## src/rtl/hilo_pkg.sv

```systemverilog
// Shared encodings and defaults for the HI/LO multiply controller.
// Consumed by hilo_unit and its testbench.
package hilo_pkg;

    localparam int unsigned MUL_LATENCY_DEF = 33;

    typedef enum logic [1:0] {
        ST_IDLE  = 2'd0,
        ST_CLEAR = 2'd1,
        ST_ISSUE = 2'd2,
        ST_WAIT  = 2'd3
    } state_t;

    // 2'b11 is reserved and reads as zero
    typedef enum logic [1:0] {
        RD_NONE = 2'd0,
        RD_HI   = 2'd1,
        RD_LO   = 2'd2
    } rdsel_t;

endpackage

```

## src/rtl/hilo_unit.sv

```systemverilog
// HI/LO register file and controller for a fixed-latency iterative multiplier.
// Optional macro MUL_CLEAR_EN adds a CLEAR state that pulses mul_clear before each mul_start.
module hilo_unit
    import hilo_pkg::*;
#(
    parameter int unsigned MUL_LATENCY = MUL_LATENCY_DEF,
    parameter int unsigned CNT_W       = $clog2(MUL_LATENCY + 1)
) (
    input  logic        clk,
    input  logic        reset,
    input  logic        op_start,
    input  logic [63:0] mul_product,
    output logic        mul_start,
    output logic        mul_clear,
    input  logic [1:0]  read_sel,
    input  logic        wr_hi,
    input  logic        wr_lo,
    input  logic [31:0] wr_data,
    output logic [31:0] rd_data,
    output logic        busy,
    output logic        stall
);

    state_t             r_state;
    state_t             w_state_nxt;
    logic [CNT_W-1:0]   r_cnt;
    logic [31:0]        r_hi;
    logic [31:0]        r_lo;
    logic               w_capture;

    assign w_capture = (r_state == ST_WAIT) && (r_cnt == '0);

    always_ff @(posedge clk or negedge reset) begin
        if (!reset) begin
            r_state <= ST_IDLE;
        end else begin
            r_state <= w_state_nxt;
        end
    end

    always_comb begin
        w_state_nxt = r_state;
        case (r_state)
            ST_IDLE: begin
                if (op_start) begin
`ifdef MUL_CLEAR_EN
                    w_state_nxt = ST_CLEAR;
`else
                    w_state_nxt = ST_ISSUE;
`endif
                end
            end
`ifdef MUL_CLEAR_EN
            ST_CLEAR: w_state_nxt = ST_ISSUE;
`endif
            ST_ISSUE: w_state_nxt = ST_WAIT;
            ST_WAIT:  if (w_capture) w_state_nxt = ST_IDLE;
            default:  w_state_nxt = ST_IDLE;
        endcase
    end

    // Start/clear are decodes of the registered state, never of op_start
    always_comb begin
        busy      = (r_state != ST_IDLE);
        mul_start = (r_state == ST_ISSUE);
`ifdef MUL_CLEAR_EN
        mul_clear = (r_state == ST_CLEAR);
`else
        mul_clear = 1'b0;
`endif
    end

    always_ff @(posedge clk or negedge reset) begin
        if (!reset) begin
            r_cnt <= '0;
            r_hi  <= '0;
            r_lo  <= '0;
        end else begin
            if (r_state == ST_ISSUE) begin
                r_cnt <= CNT_W'(MUL_LATENCY - 1);
            end else if ((r_state == ST_WAIT) && (r_cnt != '0)) begin
                r_cnt <= r_cnt - CNT_W'(1);
            end

            if (w_capture) begin
                r_hi <= mul_product[63:32];
                r_lo <= mul_product[31:0];
            end else if (r_state == ST_IDLE) begin
                if (wr_hi) r_hi <= wr_data;
                if (wr_lo) r_lo <= wr_data;
            end
        end
    end

    always_comb begin
        case (rdsel_t'(read_sel))
            RD_HI:   rd_data = r_hi;
            RD_LO:   rd_data = r_lo;
            default: rd_data = '0;
        endcase
    end

    assign stall = busy && (op_start || (read_sel != RD_NONE) || wr_hi || wr_lo);

endmodule
```

## config.mk

```make
export PLATFORM = sky130hd
export DESIGN_NAME = hilo_unit
export DESIGN_NICKNAME = d
export VERILOG_FILES = /design/src/rtl/hilo_pkg.sv /design/src/rtl/hilo_unit.sv
export SDC_FILE = /design/constraint.sdc
export NUM_CORES = 1
export LEC_CHECK = 0
export ABC_AREA = 0
export BUFFER_PORTS_ARGS = -buffer_cell sky130_fd_sc_hd__buf_4
export CAP_MARGIN = 20
export CORE_MARGIN = 2
export CORE_UTILIZATION = 46
export DETAILED_ROUTE_END_ITERATION = 8
export PLACE_DENSITY = 0.86
export SLEW_MARGIN = 20
export SYNTH_ARGS = -nofsm -noshare
export SYNTH_HDL_FRONTEND = slang
export SYNTH_SLANG_ARGS = --single-unit
```

## constraint.sdc

```tcl
create_clock -name clk -period 2.4 [get_ports clk]
set_clock_uncertainty 0.05 [all_clocks]
set_input_delay 0.24 -clock clk [delete_from_list [all_inputs] [get_ports clk]]
set_output_delay 0.24 -clock clk [all_outputs]
set_load 0.05 [all_outputs]
```

==> results.toml <==
[logic_synthesis]
synth_edf_count = 0
syn_area_per_cell_um2 = 11.9
synth_top_area_share_pct = 42.0
async_flop_share_pct = 100
syn_inst = 360
syn_nets = 467
synth_seq_area_share_pct = 42.0
synth.area.top_cells = "dfrtp_1, mux2_4, mux2_2"
synth.distinct_cells = 37
yosys.area.top_type = "dfrtp_1"
synth_ff_type = "dfrtp_1"
synthesis.area_um2 = 4290
ys_seq_elements = 72
ys_warn_count = 0

[detailed_routing]
drt-total-wl_mm = 11.0
post_drt_wl_per_cell_um = 18.3
drtIter0Drc = 257
vias_per_cell = 5.62
final_antenna_net_count = 0
drcViolationCount = 0
num_vias = 3395
dr.pass1.iters = 4

[sta]
setup_violations = 0
rsz0062_at_grt = "no"
whs_ns = -0.0389
period_share_pct = 97.0
fmaxAchievable_ghz = 0.430
timing.setup.tns_ns = 0
drv_slew = 0
max_slew_margin_pct = 38.0
hold_violations = 29
period_needed_ns = 2.33
worst_pin_slew_ns = 0.929

[power]
share_comb_of_total_power_pct = 44.9
peakVddDrop_uv = 576
power.internal_mw = 4.20
sw_frac_of_total_pct = 34.0
switchingPower_mw = 2.16
total_leakage_power_nw = 2.60
seq_power_share_pct = 34.9
power_mw = 6.37
p_clk_share_pct = 20.3
p_per_area_nw_per_um2 = 1120

[setup_path]
cp-end-kind = "register"
regToRegSetupSlack_ns = 0.07
cp_slowest_stage_delay_ns = 0.47
crit_fanout = 42
worstSetupStartpointType = "register"
critPathTopFamily = "simple AND/OR/NAND/NOR gates"
crit_chain = "inv_1 -> ha_2 -> or4b_1 -> or3_4 -> buf_12 -> mux2_4"
slowest_stage = "or4b_1"
cp_num_buf_inv = 2
crit_type = "register to register"
crit_arrival_ns = 2.51
worstPathRequired_ns = 2.58

[cts]
cts_tree = "built"
cts_setup_buffers = 0
cts_buffer_depth = 2
htree_levels = 3
clock-root-buffer = "clkbuf_8"
cts_sinks = 72
cts_hold_buffers = 0
path_clk_slew_ns = 0.07
clk_latency_ns = 0.34
cts_made_buffers = 9

[global_routing]
first_global_vias = 3620
antenna_found_initial = 0
grt_pass1_wl_mm = 17.6
grt_max_degree = 73
grt_overflow_total = 0
gr-usage-all-layers_pct = 22.4

[layout]
syn_to_final_growth_pct = 32.4
drive_gt1_share_pct = 52.1
num-nets-final = 595
n_antenna_cell = 0
final_common_cell = "buf_4"
fin_area_um2 = 5680
final_cell_mix = "buf_4, dfrtp_1, mux2_2"

[run_status]
violations = "hold timing"
status = "finished, violations left"

[placed_design]
port_buffers = 137
gp_congestion = 0.822
dpl.hpwl_mm = 7.48
dpl-instance-area_um2 = 5410

[floorplan]
die_y_um = 101
initial_core_util_pct = 46.9
die_x_um = 101
rows = 35
io_pins = 139
die_area_um2 = 10100
coreArea_um2 = 9150

[job]
drv_cap = 0

[hold_path]
worstHoldPathType = "primary input to asynchronous set/reset pin"
## path summary, 6_finish.rpt
check / from / to / depth (start not counted)
max in group asynchronous: reset / r_hi[23] / 1
min: reset / r_lo[30] / 1
max reg2reg: r_cnt[0] / r_lo[3] / 6
min reg2reg: r_cnt[4] / r_cnt[4] / 1
max: r_cnt[0] / r_lo[3] / 6
min in group clk: op_start / r_state[1] / 2
## Yosys cell counts, types with 2 or more instances
cell and count:
a21oi_1 22, a22oi_1 32, buf_2 4, buf_6 7, clkbuf_1 20, dfrtp_1 72
ha_1 4, inv_1 6, mux2_2 50, mux2_4 38, mux2i_1 21, nand2_1 2
nand2b_1 2, nor2_1 3, nor2b_1 33, nor3b_2 2, nor4_1 20, o21ai_0 2
or4_1 2
## area by class of cell
type	count	area, um^2
timing repair buffer	149	1140
multi-input combinational	249	2300
clock inverter	5	128
sequential	72	1800
clock buffer	11	141
tap	111	139
fill	720	3470
inverter	7	26.3
## logic make-up after synthesis
| logic type | after synthesis | share of synthesized area, % |
|---|---|---|
| other | 1 | 0.0874 |
| DFF | 72 | 42.0 |
| and+or+nand+nor | 70 | 10.6 |
| adders and majority gates | 4 | 1.17 |
| AOI/OAI and AO/OA | 65 | 10.1 |
| buffers and inverters | 39 | 4.84 |
| muxes | 109 | 31.3 |
## metrics by stage
step | setup WS, ns | instances | util [%]
floorplan | 0.0587 | 360 | -
global placement | 0.136 | 588 | 59.1
detailed placement | 0.0785 | 588 | 59.1
CTS | 0.0733 | 604 | 62.1
global route | 0.0188 | 604 | 62.1
finish | 0.0728 | 604 | 62.1
## flip-flops by register name (all words and copies together) (netlist names)
name     cells
r_cnt        6
r_state      2
r_hi        32
r_lo        32
## power by group through the flow
stage	Clock, mW	Sequential [mW]	Combinational (mW)
floorplan	0	2.09	2.26
CTS	1.31	2.21	2.87
global route	1.38	2.29	3.09
finish	1.29	2.22	2.86
detailed placement	0	2.23	2.86
global placement	0	2.17	2.74
## repair_timing
item | 4_1_cts | 5_1_grt
setup endpoints to repair | 0 | 2
hold endpoints to repair | 0 | 0
resized for setup | 0 | 1
## routing by layer
layer / GRT usage [%] / share of wire [%] / up-vias
li1: - / - / 1584
met1: 28.2 / 42 / 1665
met2: 36.9 / 51 / 119
met3: 4.16 / 4.5 / 27
met4: 11.0 / 2.9 / 0
met5: 0 / 0 / -
Power figures use the tool's default switching activity.
